===== src/rtl/writeback_unit.sv =====
// Write-back stage: selects ALU/PC+4/IMM operands or waits for a memory word,
// formats loads by funct3/addr_lo and issues a single registered register-file write.
module writeback_unit #(
    parameter int unsigned TIMEOUT = 255
) (
    input  logic        clk,
    input  logic        rst,
    input  logic        start,
    input  logic [4:0]  rd,
    input  logic [1:0]  wb_sel,
    input  logic [31:0] alu_result,
    input  logic [31:0] pc_plus4,
    input  logic [31:0] imm,
    input  logic [2:0]  funct3,
    input  logic [1:0]  addr_lo,
    input  logic [31:0] mem_rdata,
    input  logic        mem_valid,
    output logic        rf_we,
    output logic [4:0]  rf_rd,
    output logic [31:0] rf_data,
    output logic        busy,
    output logic        done,
    output logic        err
);

    typedef enum logic [1:0] {
        IDLE     = 2'b00,
        WAIT_MEM = 2'b01,
        WRITE    = 2'b10
    } state_t;

    localparam logic [7:0] LAST_WAIT = 8'(TIMEOUT - 1);

    state_t      state, state_next;
    logic [7:0]  wait_cnt, wait_cnt_next;
    logic [4:0]  rd_q, rd_next;
    logic [2:0]  funct3_q, funct3_next;
    logic [1:0]  addr_lo_q, addr_lo_next;
    logic        rf_we_next, done_next, err_next;
    logic [4:0]  rf_rd_next;
    logic [31:0] rf_data_next;
    logic [31:0] operand;
    logic [31:0] lane;
    logic [31:0] load_data;
    logic        load_bad;

    always_comb begin
        case (wb_sel)
            2'b10:   operand = pc_plus4;
            2'b11:   operand = imm;
            default: operand = alu_result;
        endcase
    end

    // Shifting the selected lane down to bit 0 serves both byte and halfword loads.
    always_comb begin
        lane      = mem_rdata >> {addr_lo_q, 3'b000};
        load_data = mem_rdata;
        load_bad  = 1'b0;
        case (funct3_q)
            3'b000: load_data = {{24{lane[7]}}, lane[7:0]};
            3'b001: begin
                load_data = {{16{lane[15]}}, lane[15:0]};
                load_bad  = addr_lo_q[0];
            end
            3'b010: load_bad = (addr_lo_q != 2'b00);
            3'b100: load_data = {24'd0, lane[7:0]};
            3'b101: begin
                load_data = {16'd0, lane[15:0]};
                load_bad  = addr_lo_q[0];
            end
            default: load_bad = 1'b1;
        endcase
    end

    // Outputs are computed on the transition into WRITE so they are valid for the WRITE cycle.
    always_comb begin
        state_next    = state;
        wait_cnt_next = wait_cnt;
        rd_next       = rd_q;
        funct3_next   = funct3_q;
        addr_lo_next  = addr_lo_q;
        rf_we_next    = 1'b0;
        done_next     = 1'b0;
        err_next      = 1'b0;
        rf_rd_next    = rf_rd;
        rf_data_next  = rf_data;
        case (state)
            IDLE: begin
                if (start) begin
                    rd_next      = rd;
                    funct3_next  = funct3;
                    addr_lo_next = addr_lo;
                    if (wb_sel == 2'b01) begin
                        state_next    = WAIT_MEM;
                        wait_cnt_next = '0;
                    end else begin
                        state_next = WRITE;
                        done_next  = 1'b1;
                        if (rd != 5'd0) begin
                            rf_we_next   = 1'b1;
                            rf_rd_next   = rd;
                            rf_data_next = operand;
                        end
                    end
                end
            end
            WAIT_MEM: begin
                if (mem_valid) begin
                    state_next = WRITE;
                    done_next  = 1'b1;
                    if (load_bad) begin
                        err_next = 1'b1;
                    end else if (rd_q != 5'd0) begin
                        rf_we_next   = 1'b1;
                        rf_rd_next   = rd_q;
                        rf_data_next = load_data;
                    end
                end else if (wait_cnt == LAST_WAIT) begin
                    state_next = WRITE;
                    done_next  = 1'b1;
                    err_next   = 1'b1;
                end else begin
                    wait_cnt_next = wait_cnt + 8'd1;
                end
            end
            WRITE:   state_next = IDLE;
            default: state_next = IDLE;
        endcase
    end

    always_ff @(posedge clk or posedge rst) begin
        if (rst) begin
            state     <= IDLE;
            wait_cnt  <= '0;
            rd_q      <= '0;
            funct3_q  <= '0;
            addr_lo_q <= '0;
            rf_we     <= 1'b0;
            rf_rd     <= '0;
            rf_data   <= '0;
            busy      <= 1'b0;
            done      <= 1'b0;
            err       <= 1'b0;
        end else begin
            state     <= state_next;
            wait_cnt  <= wait_cnt_next;
            rd_q      <= rd_next;
            funct3_q  <= funct3_next;
            addr_lo_q <= addr_lo_next;
            rf_we     <= rf_we_next;
            rf_rd     <= rf_rd_next;
            rf_data   <= rf_data_next;
            busy      <= (state_next != IDLE);
            done      <= done_next;
            err       <= err_next;
        end
    end

endmodule


===== config.mk =====
export PLATFORM = sky130hd
export DESIGN_NAME = writeback_unit
export DESIGN_NICKNAME = d
export VERILOG_FILES = /design/src/rtl/writeback_unit.sv
export SDC_FILE = /design/constraint.sdc
export NUM_CORES = 1
export LEC_CHECK = 0
export BUFFER_PORTS_ARGS = -buffer_cell sky130_fd_sc_hd__buf_4
export CAP_MARGIN = 20
export CORE_ASPECT_RATIO = 0.8
export CORE_MARGIN = 8
export CORE_UTILIZATION = 51
export CTS_BUF_LIST = sky130_fd_sc_hd__clkbuf_16
export CTS_CLUSTER_DIAMETER = 200
export CTS_CLUSTER_SIZE = 20
export DETAILED_ROUTE_END_ITERATION = 6
export PLACE_DENSITY = 0.87
export SLEW_MARGIN = 10
export SYNTH_ARGS = -nofsm -noshare
export SYNTH_HDL_FRONTEND = slang
export SYNTH_SLANG_ARGS = --single-unit

===== constraint.sdc =====
create_clock -name clk -period 5.3 [get_ports clk]
set_input_delay 0.795 -clock clk [delete_from_list [all_inputs] [get_ports clk]]
set_output_delay 0.795 -clock clk [all_outputs]
set_load 0.05 [all_outputs]

; ---- Yosys cells after proc, flatten, opt, wreduce, memory -nomap -nowiden
; Cells that the tools add are included.
[word_totals]
ff_bits = 61
in_bits = 144
out_inout_bits = 41
wordCells = 85
[classes]
add_sub_neg = 1
eq_ne = 18
shifts = 1
muxes = 42
n_reduce_logical = 12
[op_table]
columns = operator, count
row1 = $mux W32, 6
row2 = $pmux W32 S2, 2
row3 = $pmux W32 S4, 1
row4 = $mux W8, 4
row5 = $shr A32 B5 Y16, 1
row6 = $mux W5, 6
row7 = $ne A2 B2 Y1 const B, 9
row8 = $pmux W8 S2, 1
row9 = $mux W1, 13
row10 = $pmux W5 S2, 1
row11 = $reduce_bool A5 Y1, 2
row12 = $add A8 B1 Y8 const B, 1
row13 = $eq A8 B8 Y1 const B, 1
row14 = $mux W2, 4
row15 = $reduce_and A7 Y1, 1
row16 = $eq A3 B3 Y1 const B, 2
row17 = $reduce_bool A2 Y1, 3
row18 = $reduce_and A5 Y1, 1
row19 = $eq A2 B1 Y1 const B, 2
row20 = $eq A2 B2 Y1 const B, 2
row21 = $pmux W1 S2, 2
row22 = $pmux W2 S2, 1
row23 = $reduce_or A2 Y1, 2
row24 = $eq A3 B1 Y1 const B, 1
row25 = other kinds (5), 5

; ---- Depth between registers and ports, before layout
[logic_depth]
word_depth = 6
ltp_mapped = 10
depth_no_buf = 7

; ---- Worst setup path before layout
; Ideal clock, no wire load.
[synth_timing]
kind = input to register
from = in rd[0]
to = reg rf_data[10]
setup_ns = 0.121
t_arrival_ns = 2.172
required_ns = 5.179
setup_slack_ns = 3.007
cell_stages = 8
path_buffers = 3
cell_sequence = or4_4 > o211ai_2 > a22o_1 > buf_6 > inv_2 > buf_6 > buf_6 > o22a_1
[synth_between]
elab_chain_len = 3
[synth_lines]
columns = item, line
row1 = from (decl), 9  ; input logic [4:0] rd,
row2 = $reduce_bool A5 Y1, 100  ; if (rd != 5'd0) begin
row3 = $ne A2 B2 Y1 (no source line), --
row4 = $reduce_and A7 Y1 (no source line), --
row5 = to (signal assigned), 153  ; rf_data <= rf_data_next;
row6 = to (decl), 20  ; output logic [31:0] rf_data,
; No other way between the ends.
; A chain may end at the register's enable or synchronous reset.

; ---- Worst setup path in the final report
[layout_timing]
from = in start
to = reg rf_data[8]
[layout_between]
elab_chain_len = 2
[layout_lines]
columns = item, line
row1 = from (decl), 8  ; input logic start,
row2 = $ne A2 B2 Y1 (no source line), --
row3 = $reduce_and A7 Y1 (no source line), --
; No other way between the ends.

==> impl_metrics.json <==
{
  "totalWireLength_mm": 14.2,
  "switching_share_pct": 44.9,
  "dieArea_sq_mm": 0.0109,
  "worst-setup-path-type": "in -> reg",
  "synth.most_common_cell": "dfrtp_1",
  "drv_slew": 0,
  "clock-sinks": 61,
  "leakagePower_nw": 2.66,
  "hp-class": "reg -> reg",
  "cts_setup_buffers": 0,
  "nFillCells": 554,
  "postSynthRegisterBits": 61,
  "detailedRoute.firstPassIterationCount": 5,
  "placed_cell_area_sq_mm": 0.00530,
  "final_area_sq_mm": 0.00558,
  "crit_required_ps": 5510,
  "ant_nets": 0,
  "cap_violations": 0,
  "io-pin-count": 185,
  "clk_pin_slew_ps": 50,
  "antenna_found_initial": 0,
  "nets": 765,
  "p_comb_share_pct": 47.4,
  "synth_edf_count": 0,
  "synth_fp_nets": 606,
  "fin_crit_sh_pct": 64.3,
  "hold_viol": 0,
  "synth-compound-area-share_pct": 24.3,
  "synth_top_area_share_pct": 38.5,
  "period_minus_slack_ps": 3410,
  "dp_hpwl_mm": 10.5,
  "grt_max_degree": 68,
  "fin_util_pct": 74.7,
  "seq_power_share_pct": 30.8,
  "final-setup-viol-count": 0,
  "instances_no_fill": 729,
  "cp-start-kind": "primary input",
  "crit_fanout": 57,
  "antenna_cells": 0,
  "clockPowerShare_pct": 21.8,
  "cts-resized-gates": 0,
  "max_slew.worst_pin.slew_ps": 1060,
  "netlist_top_cells_area": "dfrtp_1, mux2i_1, o21ai_0, nand2_1, a21oi_1",
  "syn_area_per_cell_sq_um": 8.62,
  "synth_fa_ha_area_share_pct": 0.631,
  "total_power_mw": 2.34,
  "yosysTopAreaCell": "dfrtp_1",
  "cts_hold_buf": 0,
  "crit_slowest_cell": "nor3b_2",
  "cts_root_buffer": "clkbuf_16",
  "p_int_mw": 1.29,
  "synthToLayoutAreaGrowth_pct": 40.7,
  "ys_warn_count": 0,
  "powerDensity_mw_per_mm2": 420,
  "first_iter_violations": 267,
  "place.gp.congestion": 0.840,
  "routed_via_density": 5.91,
  "core_area_sq_mm": 0.00746,
  "fin_skew_ps": 5.20,
  "drive_above_1_share_pct": 35.4,
  "vias": 4312,
  "maxSlewHeadroom_pct": 29.4,
  "clock_path_buffers": 2,
  "pre_cts_slack_ps": 1620,
  "grt_pass1_wl_mm": 22.0,
  "setup_ws_ps": 1890,
  "endpoint_kind": "register",
  "die_h_microns": 94.9,
  "rows": 28,
  "vdd_drop_max_mv": 0.249,
  "wire_per_inst_microns": 19.4,
  "whs_ps": 483,
  "grt_pass1_vias": 4295,
  "clock_latency_ps": 330,
  "max_stage_delay_ps": 820,
  "grt-ovfl-total": 0,
  "cts_max_level": 3,
  "status": "completed",
  "ys_types": 44,
  "die_x_microns": 115,
  "synthMuxAreaShare_pct": 15.3,
  "synth_seq_area_share_pct": 38.5,
  "netlist_area_sq_mm": 0.00396,
  "post-place-cells": 712,
  "syn_inst": 460,
  "max_freq_ghz": 0.293,
  "power.switching_mw": 1.05,
  "synth_top_family_by_area": "compound AO/OA/AOI/OAI gates",
  "path_cells": "buf_4 -> nor3b_2 -> o211ai_2 -> a22o_1 -> inv_2 -> o21ai_0 -> o22a_1",
  "rsz0062_at_grt": "no",
  "ys.flop_type": "dfrtp_1",
  "numCtsBuffers": 9,
  "tritoncts": "built",
  "synth-simple-area-share_pct": 14.5,
  "tns_ps": 0,
  "ys_top_cells_by_count": "dfrtp_1, o21ai_0, nand2_1",
  "drc": 0,
  "ys_async_sr_fraction_pct": 100,
  "initial_core_util_pct": 53.1,
  "worstPathArrival_ps": 3620,
  "port_buffers": 184,
  "track_usage_pct": 25.8,
  "synth_xor_area_share_pct": 0.663
}
[sequential cells by signal (all words and copies together), names as in the netlist]
name and count:
done 1, rf_we 1, rd_q 5, funct3_q 3, rf_data 32, busy 1
rf_rd 5, err 1, wait_cnt 8, addr_lo_q 2, state 2
[power groups by stage]
stage / clock [mW] / combinational (mW) / sequential [mW]
3_5_place_dp: 0 / 1.09 / 0.731
4_1_cts: 0.517 / 1.10 / 0.726
5_1_grt: 0.538 / 1.17 / 0.738
2_1_floorplan: 0 / 0.365 / 1.08
6_report: 0.510 / 1.11 / 0.722
3_3_place_gp: 0 / 1.06 / 0.722
[layer usage]
metal / up-vias / track usage (%) / wire [microns]
met2: 217 / 44.6 / 7080
li1: 1990 / - / -
met5: - / 0 / 0
met1: 2074 / 30.6 / 5590
met3: 31 / 6.76 / 1150
met4: 0 / 8.73 / 345
[placed cells by master (no fill, tap or decap), drive strengths merged, types with 2 or more instances in the layout]
cell	instances
nor2b	2
a221oi	8
clkinv	5
inv	13
and3	2
a22oi	7
mux2i	47
o22a	7
nand3	5
xor2	3
a21oi	39
dfrtp	61
a31oi	14
ha	2
o221ai	7
nand3b	9
buf	188
nor2	40
nor3b	2
mux2	10
or4	2
nand2b	2
o211ai	9
o21ai	64
nand2	56
nand4	2
clkbuf	9
[layout make-up]
cell class                 count  area, sq um  area share, %
multi-input combinational    347         2200           39.4
sequential                    61         1530           27.4
timing repair buffer         188         1420           25.4
clock buffer                   9          225           4.04
tap                          105          131           2.36
inverter                      12         45.0          0.808
clock inverter                 7         33.8          0.606
[critical path: cells and delay by family]
kind / cells / cell delay (ps)
compound gates: 4 / 1140
simple gates: 1 / 820
buf+inv: 2 / 820
[final timing paths]
path,from,to,slack (ps),depth (start not counted)
setup / recovery,start,rf_data[8]$_DFFE_PP0P_,1890,7
hold / removal,rf_data[19]$_DFFE_PP0P_,rf_data[19]$_DFFE_PP0P_,480,2
setup reg to reg,state[0]$_DFF_PP0_,rf_data[8]$_DFFE_PP0P_,2000,6
hold reg to reg,rf_data[19]$_DFFE_PP0P_,rf_data[19]$_DFFE_PP0P_,480,2
max in group asynchronous,rst,rf_data[18]$_DFFE_PP0P_,4070,3
min in group asynchronous,rst,rf_data[24]$_DFFE_PP0P_,690,3
[kinds of logic (layout without fill, tap and decap cells)]
logic type,count (synthesis),in the layout
muxes,58,58
xor gates and xnor gates,3,3
adders and majority gates,2,2
AOI/OAI and AO/OA,158,158
DFF,61,61
buffers and inverters,52,216
and+or+nand+nor,126,126
No activity file was read; power rests on OpenSTA's default activity.
